$ cat config.mk
export PLATFORM = sky130hd
export DESIGN_NAME = adder_ring_meter
export DESIGN_NICKNAME = d
export VERILOG_FILES = /design/src/rtl/adder_ring_meter_pkg.sv /design/src/rtl/ring_edge_sync.sv /design/src/rtl/adder_ring_meter.sv
export SDC_FILE = /design/constraint.sdc
export NUM_CORES = 1
export LEC_CHECK = 0
export CAP_MARGIN = 20
export CORE_MARGIN = 8
export CORE_UTILIZATION = 30
export DETAILED_ROUTE_END_ITERATION = 10
export PLACE_DENSITY_LB_ADDON = 0.1
export SLEW_MARGIN = 20
export SYNTH_ARGS = -nofsm -noshare
export SYNTH_HDL_FRONTEND = slang
export SYNTH_SLANG_ARGS = --single-unit
export TNS_END_PERCENT = 5
$ cat constraint.sdc
create_clock -name wb_clk_i -period 2.75 [get_ports wb_clk_i]
set_input_delay 0.275 -clock wb_clk_i [delete_from_list [all_inputs] [get_ports wb_clk_i]]
set_output_delay 0.275 -clock wb_clk_i [all_outputs]
set_load 0.05 [all_outputs]
$ cat src/rtl/adder_ring_meter_pkg.sv
// adder_ring_meter_pkg: shared states, default widths and drain length for the ring meter
package adder_ring_meter_pkg;
  localparam int SYNC_STAGES_DEF = 2;
  localparam int CNT_W_DEF = 32;
  localparam int WIN_W_DEF = 32;
  typedef enum logic [1:0] {IDLE, RUN, DRAIN, DONE} state_t;
  function automatic int drain_len(input int sync_stages);
    return sync_stages + 1;
  endfunction
endpackage

$ cat src/rtl/ring_edge_sync.sv
// ring_edge_sync: synchronises the asynchronous ring output and flags its rising edges
module ring_edge_sync #(
  parameter int SYNC_STAGES = 2
) (
  input  logic clk,
  input  logic rst,
  input  logic ring_in,
  output logic rise
);
  logic [SYNC_STAGES-1:0] sync;
  logic last;
  // shift the synchroniser chain every cycle and keep the previous synchronised level
  always_ff @(posedge clk)
    if (rst) begin
      sync <= '0;
      last <= 1'b0;
    end else begin
      sync <= {sync[SYNC_STAGES-2:0], ring_in};
      last <= sync[SYNC_STAGES-1];
    end
  assign rise = sync[SYNC_STAGES-1] & ~last;
endmodule

$ cat src/rtl/adder_ring_meter.sv
// adder_ring_meter: counts synchronised ring edges over a programmed window and hands back the count
module adder_ring_meter
  import adder_ring_meter_pkg::*;
#(
  parameter int SYNC_STAGES = SYNC_STAGES_DEF,
  parameter int CNT_W = CNT_W_DEF,
  parameter int WIN_W = WIN_W_DEF
) (
  input  logic             wb_clk_i,
  input  logic             wb_rst_i,
  input  logic             start,
  input  logic             abort,
  input  logic [WIN_W-1:0] window_cycles,
  input  logic             ring_in,
  output logic             ring_enable,
  output logic             busy,
  output logic [CNT_W-1:0] result,
  output logic             overflow,
  output logic             result_valid,
  input  logic             result_ready
);
  localparam logic [WIN_W-1:0] DRAIN_CYC = WIN_W'(drain_len(SYNC_STAGES));
  state_t state, state_nx;
  logic [WIN_W-1:0] win_cnt;
  logic [CNT_W-1:0] cnt;
  logic ovf, rise, counting, last_cyc, accept;
  ring_edge_sync #(.SYNC_STAGES(SYNC_STAGES)) u_sync (
    .clk(wb_clk_i),
    .rst(wb_rst_i),
    .ring_in(ring_in),
    .rise(rise)
  );
  assign counting = state == RUN || state == DRAIN;
  assign last_cyc = win_cnt == WIN_W'(1);
  assign accept = state == IDLE && start;
  assign result = cnt;
  assign overflow = ovf;
  // state register
  always_ff @(posedge wb_clk_i)
    if (wb_rst_i) state <= IDLE;
    else state <= state_nx;
  // next state and state-decoded outputs; abort overrides every transition
  always_comb begin
    state_nx = abort ? IDLE :
               state == IDLE  ? (start ? RUN : IDLE) :
               state == RUN   ? (last_cyc ? DRAIN : RUN) :
               state == DRAIN ? (last_cyc ? DONE : DRAIN) :
               (result_ready ? IDLE : DONE);
    ring_enable = state == RUN;
    busy = counting;
    result_valid = state == DONE;
  end
  // window/drain countdown and saturating edge counter, frozen outside RUN and DRAIN
  always_ff @(posedge wb_clk_i)
    if (wb_rst_i || abort) begin
      win_cnt <= '0;
      cnt <= '0;
      ovf <= 1'b0;
    end else if (accept) begin
      win_cnt <= window_cycles == '0 ? WIN_W'(1) : window_cycles;
      cnt <= '0;
      ovf <= 1'b0;
    end else if (counting) begin
      win_cnt <= last_cyc ? (state == RUN ? DRAIN_CYC : '0) : win_cnt - WIN_W'(1);
      if (rise) begin
        cnt <= &cnt ? cnt : cnt + CNT_W'(1);
        ovf <= ovf | &cnt;
      end
    end
endmodule
# After elaboration in Yosys (flattened, before gate mapping)
# Index checks and enable logic that the tools add are counted.
# word_totals
ff_bits	70
input_bits	38
out_inout_bits	36
elab_cells	39
# classes
add_sub_neg	2
eq_ne	4
mux	12
n_bitwise	4
reduce_logical	11
# ops
operator	n
two-way mux 32 bit	4
adder 32 x 1 -> 32 bit, second input constant	1
== test 32 x 1 -> 1 bit, second input constant	1
logical NOT 32 bit	1
AND reduction 32 bit	1
subtractor 32 x 1 -> 32 bit, second input constant	1
two-way mux 2 bit	6
== test 2 bit, second input constant	2
OR reduction 2 bit	2
AND reduction 3 bit	1
== test 2 x 1 -> 1 bit, second input constant	1
logical NOT 2 bit	1
logical OR 1 bit	2
two-way mux 1 bit	2
NOT 1 bit	2
AND reduction 2 bit	1
nonzero test 2 bit	1
bitwise AND 1 bit	1
logical AND 1 bit	1
bitwise OR 1 bit	1

# Logic depth before layout (Yosys ltp)
# Gate-level depths: netlist (run 1).
# logic_depth
ltp_word	5
depth_mapped	9

# By module
# From an unflattened synthesis (run 1), not the netlist that was laid out.
# hier_totals
cells_unflattened	489
hier_area_um2	3936.3
# by_module_without_submodules
module	n_inst	cells_per_inst	area_per_inst_um2	seq_area_each_um2
adder_ring_meter	1	482	3848.7	1341.3
ring_edge_sync	1	7	87.6	60.1

# Worst setup path after synthesis (run 1)
# OpenSTA, ideal clock, no wires.
# synth_path
path_type	register to register
start	register state[0]
end	register cnt[19], in the netlist result[19]
setup_time_ns	0.074
arrival_time_ns	2.572
required_ns	2.676
slack_ns	0.103
stages_incl_launch_ff	8
path_buffers	0
period_less_slack_ns	2.647
cell_sequence	dfxtp_1 inv_1 ha_1 nand3b_1 nor4_4 nand4_1 or4b_2 o21ai_0
# synth_via
elab_chain_cells	3
# synth_lines
element	line	rtl
start, declared	adder_ring_meter.sv:23	state_t state, state_nx;
start signal, assigned	adder_ring_meter.sv:41	else state <= state_nx;
== test 2 x 1 -> 1 bit / == test 2 bit (equally long branches)	adder_ring_meter.sv:33	assign counting = state == RUN || state == DRAIN;
logical OR 1 bit (*)	adder_ring_meter.sv:33	
named net busy	adder_ring_meter.sv:16	output logic busy,
AND reduction 3 bit (no source line) (*)	-	
end signal, assigned	adder_ring_meter.sv:66	cnt <= &cnt ? cnt : cnt + CNT_W'(1);
end, declared	adder_ring_meter.sv:25	logic [CNT_W-1:0] cnt;
# The timed path passes the listed nets; every way through them passes the cells marked *.
# A chain may end at the register's enable or synchronous reset.

# Worst setup path after layout (run 1)
# layout_path
start	register state[0]
end	output busy
# layout_via
elab_chain_cells	2
# layout_lines
element	line
== test 2 x 1 -> 1 bit / == test 2 bit (equally long branches)	adder_ring_meter.sv:33
logical OR 1 bit (*)	adder_ring_meter.sv:33
end, declared	adder_ring_meter.sv:16
# Mark *: on every way between the ends. The rest lies on a longest branch, timed or not.

==> results of run 1 <==
## power breakdown
group	total, W	internal (W)	switching [W]
Sequential	0.00108	0.00104	0.0000414
Combinational	0.000611	0.000255	0.000356
Clock	0.00141	0.000937	0.000469
Total	0.00310	0.00223	0.000867
## cell families after synthesis
group,count (synthesis),share of synthesized area [%]
and+or+nand+nor,232,33.68
DFF,70,33.44
xor gates and xnor gates,16,3.344
AOI/OAI and AO/OA,143,22.07
muxes,7,1.821
adders and majority gates,7,2.090
buffers and inverters,32,3.553
## worst reg2reg max path, delay by kind of cell (launching register included)
kind	cells	cell delay, ps
simple gates	4	1400
flops	1	370
fa+ha+maj	1	320
compound gates	1	140
buf+inv	1	80
## registers in the layout, summed over array words and instances, names as in the netlist
| register | cells |
|---|---|
| result | 32 |
| win_cnt | 32 |
| state | 2 |
| u_sync.sync | 2 |
| overflow | 1 |
| u_sync.last | 1 |
## metal layers
layer	share of wire, %	up-vias
li1	-	2169
met1	48	2121
met2	44	140
met3	6.0	22
met4	2.1	2
met5	0.12	-
## cell type report
class | count | share of cell area, %
Sequential cell | 70 | 25.10
Inverter | 9 | 0.6051
Timing Repair Buffer | 99 | 16.58
Multi-Input combinational cell | 405 | 47.29
Clock buffer | 11 | 4.527
Clock inverter | 5 | 1.860
Tap cell | 180 | 4.034
## metrics by stage
step	power (W)	utilization [%]	hold WS, ps
floorplan	0.001479	-	346.6
global placement	0.001708	37.95	418.1
detailed placement	0.001707	37.95	433.1
CTS	0.003129	40.53	444.1
global route	0.003229	40.53	467.2
finish	0.003102	40.53	435.9
## cells in the final DEF, fill, tap and decap left out, drive strengths merged, types with 3 or more instances in the layout
master | Yosys | routed
a21oi | 41 | 41
a221oi | 6 | 6
a222oi | 3 | 3
a22oi | 6 | 6
a31oi | 7 | 7
and2 | 4 | 4
and3 | 9 | 9
and4 | 8 | 8
buf | 8 | 26
bufinv | 0 | 3
clkbuf | 15 | 11
clkdlybuf4s50 | 0 | 73
dfxtp | 70 | 70
ha | 7 | 7
inv | 9 | 10
mux2 | 5 | 5
nand2 | 39 | 39
nand3 | 25 | 25
nand4 | 19 | 19
nor2 | 35 | 35
nor2b | 3 | 3
nor3 | 17 | 17
nor4 | 30 | 30
o211ai | 6 | 6
o21ai | 35 | 35
o22ai | 3 | 3
o2bb2ai | 4 | 4
o31a | 3 | 3
o31ai | 11 | 11
or3 | 17 | 17
or4 | 14 | 14
or4b | 3 | 3
xnor2 | 9 | 9
xor2 | 7 | 7
## worst max-delay path by stage
stage / from / endpoint / slack, ps / depth (start not counted)
2_1_floorplan: state[0] / result[19] / 100 / 7
3_3_place_gp: window_cycles[0] / win_cnt[12] / 400 / 6
3_5_place_dp: window_cycles[24] / win_cnt[8] / 340 / 6
4_1_cts: state[0] / busy / 260 / 4
5_1_grt: state[0] / result[27] / 180 / 7
6_report: state[0] / busy / 300 / 4
==> metrics, run 1 <==
status=finished clean; first-pass GRT wire length=roughly 23000 um; Largest delay share family, worst path=buffers and inverters; worst reg2reg setup slack=slightly below 400 ps; clk root buf=clkbuf_16; reg2reg start=state[0]; post-route cell area=around 0.0056 sq mm; Detail Placement HPWL=about 11000 um; top-count cell post-synth=dfxtp_1; leading post-synthesis cells by instance count=dfxtp_1, a21oi_1, nand2_1; Setup TNS=0 ps; pin count of the biggest net entering global routing=27; initial antenna violation count=1; routed wire length per instance=about 19 um; vias per cell=~5.7; CTS H-tree lvls=3; GRT Total Usage=between 15 and 20%; post-synthesis cell count=about 510; hold-critical path depth=1; detailed-route DRC error count=0; fmax=approximately 400 MHz; setup violators final=0; Critical Path AT=~2200 ps; HP Class=flip-flop to flip-flop; via count=~4500; clk buf depth=2; Fin. Hold Viols=0; post-CTS setup buffer count=0; die area=0.01801 sq mm; # rows=between 40 and 50; M1 GR Usage=between 20% and 30%; FILL cells=1441; Leak=between 1.5 and 2 nW; Synth area leader=dfxtp_1; YS warnings=0; hold endpoint=u_sync.sync[1]; Worst Min Path Start=u_sync.sync[0]; area grow syn2layout=33.23%; Setup CP Type=flip-flop to output pin; die height=134.2 um; core area=0.01377 sq mm; Initial DRC Count=between 300 and 400; clock sink count=70; Post-DP Area=0.005226 sq mm; port bufs=73; largest fanout on the critical path=14; Max Cap Viol=0; Starting Density=a little under a third; area taken by multi-input logic gates=between 0.002 and 0.003 sq mm; hold buffers post-CTS=0; actual slew at the worst max-slew pin=~690 ps; R2R Path End=result[31]; number of synthesized flops with an enable pin=0; final non-filler cell total=779; crit path buf inv count=3; Post-DRT Antenna Nets=0; met3 Use GR=3.852%; CP max stage cell=clkdlybuf4s50_1; syn avg cell area=between 8 and 9 sq um; M2 GR Usage=between 20 and 25%; FF+latch area=0.001401 sq mm; Slew Limit Fails=0; Synth Cell Area=0.004190 sq mm; Async SR Flop Fraction=0%; TritonRoute pass-1 iters=7; Num CTS Buffers=9; Seq/Total Area, Yosys=around 33%; power density of the placed cells=approximately 560 mW/mm^2; final wirelength=14620 um; gr busiest metal=met2; post-synthesis sequential element count=70; Max VDD drop=around 0.30 mV; Post-Syn Nets=552; Placed Instances=approximately 760; Setup crit end kind=output pin; Resize count post-CTS=0; crit-path cells=inv_1 -> ha_1 -> buf_4 -> clkdlybuf4s50_1; Synth area leaders=dfxtp_1, a21oi_1, o21ai_0; number of diodes=0; GRT overflow=0; gpl congestion=between 0.8 and 0.9; RSZ-0062 raised after global routing=false; Die Wd=between 100 and 150 um; crit share post-route=between 80% and 90%; Slew HR=between 50% and 60%; minimum clock period=about 2500 ps; Worst Reg-to-Reg Cells=7; Post-layout nets=around 640; worst skew pair latency=340 ps; share of layout cells above drive strength 1=11.52%; clk slew on worst S/H paths=~60 ps; pre-CTS setup slack=between 300 and 400 ps; Top FF cell, synth=dfxtp_1; worst endpoint required time=approximately 2500 ps; Synth cell types=66; Layout Skew=approximately 8.6 ps; TritonCTS clock tree=done; worst setup slack after layout=about 300 ps; I/O pin cnt=74; number of global-route vias before repair=4343; post-synth top area share=33.44%; CP peak stage delay=850 ps; Critical Path Start Type=flip-flop
(Power assumes the default switching activity.)
==> run 2, diff against run 1 <==
--- a/config.mk
+++ b/config.mk
@@ -9,7 +9,9 @@
 export CORE_MARGIN = 8
 export CORE_UTILIZATION = 30
 export DETAILED_ROUTE_END_ITERATION = 10
+export HOLD_SLACK_MARGIN = 0.02
 export PLACE_DENSITY_LB_ADDON = 0.1
+export SETUP_SLACK_MARGIN = 0.2
 export SLEW_MARGIN = 20
 export SYNTH_ARGS = -nofsm -noshare
 export SYNTH_HDL_FRONTEND = slang
==> run 2 against run 1 <==
  * Global-route usage grew 0.056 points
  * Clock power fell by 19%
  * First-iteration DRC count shrank 4.9%
  * Largest cell class unchanged
  * Critical path depth did not move
  * Die area unchanged
==> metrics, run 2 (synthesis results as in run 1) <==
Leak=1.873 nW (was 1.899 nW); clk root buf=clkbuf_16 (unchanged); initial antenna violation count=1 (unchanged); Fin. Hold Viols=0 (unchanged); Final Util=40.18% (was 40.53%); Critical Path Start Type=flip-flop (unchanged); TritonRoute pass-1 iters=5 (was 7); routed wire length per instance=18.90 um (was 18.77 um); crit share post-route=89.73% (was 89.17%); via count=4530 (was 4454); clk buf depth=2 (unchanged); Starting Density=30.42% (unchanged); Detail Placement HPWL=11090 um (was 10930 um); largest fanout on the critical path=13 (was 14); Max VDD drop=0.2965 mV (was 0.2972 mV); internal power=0.001989 W (was 0.002235 W); area grow syn2layout=32.07% (was 33.23%); status=finished clean (unchanged); # rows=43 (unchanged); worst endpoint required time=2480 ps (about the same); Critical Path AT=2190 ps (was 2180 ps); CTS H-tree lvls=3 (unchanged); Max Cap Viol=0 (unchanged); most common cell after layout, fill and taps aside=clkdlybuf4s50_1 (unchanged); worst skew pair latency=340 ps (about the same); hold buffers post-CTS=0 (unchanged); Comb power frac=21.8% (was 19.7%); clock network power share=40.0% (was 45.3%); die height=134.2 um (unchanged); core area=0.01377 sq mm (unchanged); first-pass GRT wire length=23520 um (was 23290 um); final wirelength=14760 um (was 14620 um); Setup CP Type=flip-flop to output pin (unchanged); Setup crit end kind=output pin (unchanged); sequential share of power=38.1% (was 35.0%); GRT Total Usage=16.40% (was 16.34%); setup violators final=0 (unchanged); Switching Share=30.11% (was 27.94%); commonest non-fill, non-tap cells in the layout=clkdlybuf4s50_1, dfxtp_1, a21oi_1, nand2_1, o21ai_0 (was clkdlybuf4s50_1, dfxtp_1, a21oi_1, nand2_1); fmax=405.3 MHz (was 407.8 MHz); Die Wd=134.2 um (unchanged); number of diodes=0 (unchanged); clk slew on worst S/H paths=60 ps (about the same); die area=0.01801 sq mm (unchanged); gpl congestion=0.8932 (was 0.8683); clock sink count=70 (unchanged); Setup TNS=0 ps (unchanged); number of global-route vias before repair=4330 (was 4343); Post-layout nets=641 (was 639); Initial DRC Count=352 (was 370); power density of the placed cells=514.2 mW/mm^2 (was 555.6 mW/mm^2); port bufs=73 (unchanged); actual slew at the worst max-slew pin=722.1 ps (was 693.4 ps); detailed-route DRC error count=0 (unchanged); RSZ-0062 raised after global routing=true (was false); share of layout cells above drive strength 1=11.98% (was 11.52%); TritonCTS clock tree=done (unchanged); HP Class=flip-flop to flip-flop (unchanged); net load switching power=0.0008568 W (was 0.0008667 W); I/O pin cnt=74 (unchanged); Post-DRT Antenna Nets=0 (unchanged); Layout Skew=6.413 ps (was 8.600 ps); Num CTS Buffers=9 (unchanged); pin count of the biggest net entering global routing=26 (was 27); Slew Limit Fails=0 (unchanged); Slew HR=51.42% (was 53.77%); minimum clock period=2468 ps (was 2452 ps); vias per cell=5.800 (was 5.718); GRT overflow=0 (unchanged)
## run 2: cell count changes in the layout (fill, tap and decap cells not counted)
cell,delta
nor2_2,+1
buf_4,+2
clkbuf_8,+1
clkinv_2,+1
ha_2,+1
clkbuf_1,+1
inv_6,-1
bufinv_16,-3
nor2_1,-1
clkinvlp_4,+1
ha_1,-1
## run 2: area by class of cell
type	count	area, sq um
clock buffers	13	270.3
multi-input cells	405	2645
fillers	1451	8239
flip-flops and latches	70	1401
repair buffers	101	940.9
clock inverters	3	17.52
inverters	9	33.78
well taps	180	225.2
## run 2: timing repair
action / in CTS / in global routing
endpoints found under the hold margin: 0 / 0
resized for setup: 0 / 1
setup endpoints to repair: 0 / 4
buffers inserted: 0 / 0
## run 2: power by group through the flow
| stage | combinational (W) | sequential, W | clock, W |
|---|---|---|---|
| 4_1_cts | 0.000615 | 0.00108 | 0.00117 |
| 6_report | 0.000621 | 0.00109 | 0.00114 |
| 2_1_floorplan | 0.000384 | 0.00110 | 0 |
| 3_5_place_dp | 0.000613 | 0.00111 | 0 |
| 3_3_place_gp | 0.000618 | 0.00111 | 0 |
| 5_1_grt | 0.000674 | 0.00109 | 0.00121 |
## run 2: worst paths after layout
path | from | end | slack (ps) | depth (start not counted)
setup / recovery | state[0] | busy | 280 | 4
hold / removal | u_sync.sync[0] | u_sync.sync[1] | 460 | 1
setup reg to reg | win_cnt[2] | win_cnt[11] | 400 | 5
hold reg to reg | u_sync.sync[0] | u_sync.sync[1] | 460 | 1
## run 2: critical path: stages, from the launching register on
cell             delay [ps]
dfxtp_1                 360
inv_1                    80
ha_2                    360
buf_4                   210
clkdlybuf4s50_1         840
## run 2: through the flow
step / cells / total power (W) / hold slack (ps) / cell area [sq um] / worst slack, ps
2_1_floorplan: 507 / 0.001479 / 346.6 / 4193 / 263.5
3_3_place_gp: 765 / 0.001723 / 440.4 / 5244 / 211.7
3_5_place_dp: 765 / 0.001719 / 444.0 / 5244 / 233.0
4_1_cts: 781 / 0.002868 / 467.9 / 5532 / 267.9
5_1_grt: 781 / 0.002979 / 488.3 / 5534 / 180.0
6_report: 781 / 0.002846 / 464.0 / 5534 / 282.4
## run 2: layer usage
layer / global-route usage [%] / up-vias / wire, um
li1: - / 2165 / -
met5: 0 / - / 13
met2: 26.12 / 150 / 6859
met3: 4.301 / 25 / 858
met1: 20.99 / 2188 / 6769
met4: 5.490 / 2 / 261
==> run 3, diff against run 2 <==
--- a/config.mk
+++ b/config.mk
@@ -10,6 +10,7 @@
 export CORE_UTILIZATION = 30
 export DETAILED_ROUTE_END_ITERATION = 10
 export HOLD_SLACK_MARGIN = 0.02
+export MAX_ROUTING_LAYER = met4
 export PLACE_DENSITY_LB_ADDON = 0.1
 export SETUP_SLACK_MARGIN = 0.2
 export SLEW_MARGIN = 20
==> run 3 against run 2 <==
  * Global-route usage rose by 1.0 points
  * Clock-buffer cell count did not move
  * Sequential power barely moved
  * Worst hold slack improved by 7.4 ps
  * Cell count rose by 0.13%
  * Setup slack got worse by 3.0 ps
==> metrics, run 3 (synthesis results as in run 1) <==
I/O pin cnt=74 (unchanged); initial antenna violation count=0 (was 1); Initial DRC Count=388 (was 352); Detail Placement HPWL=11360 um (was 11090 um); worst reg2reg setup slack=290 ps (was 400 ps); Max VDD drop=0.2803 mV (was 0.2965 mV); Worst Setup SP=state[0] (unchanged); Fin Hold WS=471.3 ps (was 464.0 ps); R2R Path End=result[31] (was win_cnt[11]); die height=134.2 um (unchanged); number of global-route vias before repair=4398 (was 4330); port bufs=73 (unchanged); Die Wd=134.2 um (unchanged); largest fanout on the critical path=13 (unchanged); die area=0.01801 sq mm (unchanged); setup violators final=0 (unchanged); Slew HR=52.19% (was 51.42%); actual slew at the worst max-slew pin=710.7 ps (was 722.1 ps); Setup crit end kind=output pin (unchanged); Fin. Hold Viols=0 (unchanged); Post-layout nets=642 (was 641); hold-critical path depth=2 (was 1); first-pass GRT wire length=24160 um (was 23520 um); final wirelength=15110 um (was 14760 um); vias per cell=5.748 (was 5.800); routed wire length per instance=19.32 um (was 18.90 um); Post-DRT Antenna Nets=0 (unchanged); Setup CP Type=flip-flop to output pin (unchanged); Leak=1.888 nW (was 1.873 nW); number of diodes=0 (unchanged); HP Class=flip-flop to flip-flop (unchanged); worst skew pair latency=340 ps (about the same); worst endpoint required time=2480 ps (about the same); Max Cap Viol=0 (unchanged); Worst Reg-to-Reg Cells=7 (was 5); Layout Skew=6.620 ps (was 6.413 ps); critical path endpoint=busy (unchanged); power density of the placed cells=534.0 mW/mm^2 (was 514.2 mW/mm^2); via count=4495 (was 4530); clk root buf=clkbuf_16 (unchanged); TritonCTS clock tree=done (unchanged); gpl congestion=0.8870 (was 0.8932); reg2reg start=state[0] (was win_cnt[2]); Num CTS Buffers=9 (unchanged); TritonRoute pass-1 iters=7 (was 5); Slew Limit Fails=0 (unchanged); minimum clock period=2471 ps (was 2468 ps); clk slew on worst S/H paths=60 ps (about the same); Critical Path Start Type=flip-flop (unchanged); share of layout cells above drive strength 1=11.79% (was 11.98%); commonest non-fill, non-tap cells in the layout=clkdlybuf4s50_1, dfxtp_1, a21oi_1, nand2_1 (was clkdlybuf4s50_1, dfxtp_1, a21oi_1, nand2_1, o21ai_0); Critical Path AT=2200 ps (was 2190 ps); Starting Density=30.42% (unchanged); clk buf depth=2 (unchanged); area grow syn2layout=32.94% (was 32.07%); most common cell after layout, fill and taps aside=clkdlybuf4s50_1 (unchanged); RSZ-0062 raised after global routing=true (unchanged); fmax=404.8 MHz (was 405.3 MHz); Setup TNS=0 ps (unchanged); detailed-route DRC error count=0 (unchanged); # rows=43 (unchanged); GRT Total Usage=17.41% (was 16.40%); core area=0.01377 sq mm (unchanged); clock sink count=70 (unchanged); post-CTS setup buffer count=0 (unchanged); status=finished clean (unchanged); GRT overflow=0 (unchanged); pin count of the biggest net entering global routing=26 (unchanged); crit share post-route=89.84% (was 89.73%); CTS H-tree lvls=3 (unchanged)
## run 3: changes by cell type in the layout (fill, tap and decap cells not counted), sizes merged
| cell | delta |
|---|---|
| bufinv | +2 |
| clkinv | -2 |
| buf | +1 |
## run 3: worst min path at each step
stage                              start              to  slack, ps
after floorplan                 wb_rst_i     u_sync.last        350
after CTS                 u_sync.sync[0]  u_sync.sync[1]        470
after global routing      u_sync.sync[0]  u_sync.sync[1]        480
after global placement          overflow        overflow        460
after detailed placement  u_sync.sync[0]  u_sync.sync[1]        450
final                           overflow        overflow        470
## run 3: power breakdown
| group | switching (W) | total [W] | internal, W |
|---|---|---|---|
| Combinational | 0.000357 | 0.000622 | 0.000265 |
| Sequential | 0.0000435 | 0.00109 | 0.00104 |
| Clock | 0.000447 | 0.00127 | 0.000820 |
## run 3: repair_timing
item / CTS / global route
hold buffers: 0 / 0
gates resized for setup: 0 / 1
endpoints found under the setup margin: 0 / 4
## run 3: metal layers
layer	track usage, %	part of all wire [%]
met5	-	0
met4	5.053	1.4
met3	4.375	6.1
met2	27.70	47
met1	21.35	46
## run 3: critical path, cell delays in order, from the launching register on
cell and delay [ps]:
dfxtp_1 360, inv_1 80, ha_2 350, buf_4 210
clkdlybuf4s50_1 850
## run 3: area by class of cell
type	count	area, sq um
multi-input cells	405	2644
inverters	9	33.78
clock buffers	13	250.2
flip-flops and latches	70	1401
fillers	1452	8203
well taps	180	225.2
clock inverters	3	67.56
repair buffers	102	948.4
## run 3: metrics by stage
step / instances / power [W] / setup slack (ps) / utilization, % / cell area, sq um
floorplan: 507 / 0.001479 / 263.5 / - / 4193
finish: 782 / 0.002975 / 279.4 / 40.44 / 5570
global route: 782 / 0.003121 / 192.9 / 40.44 / 5570
global placement: 766 / 0.001723 / 256.7 / 38.13 / 5251
CTS: 782 / 0.002999 / 259.6 / 40.43 / 5569
detailed placement: 766 / 0.001721 / 272.5 / 38.13 / 5251
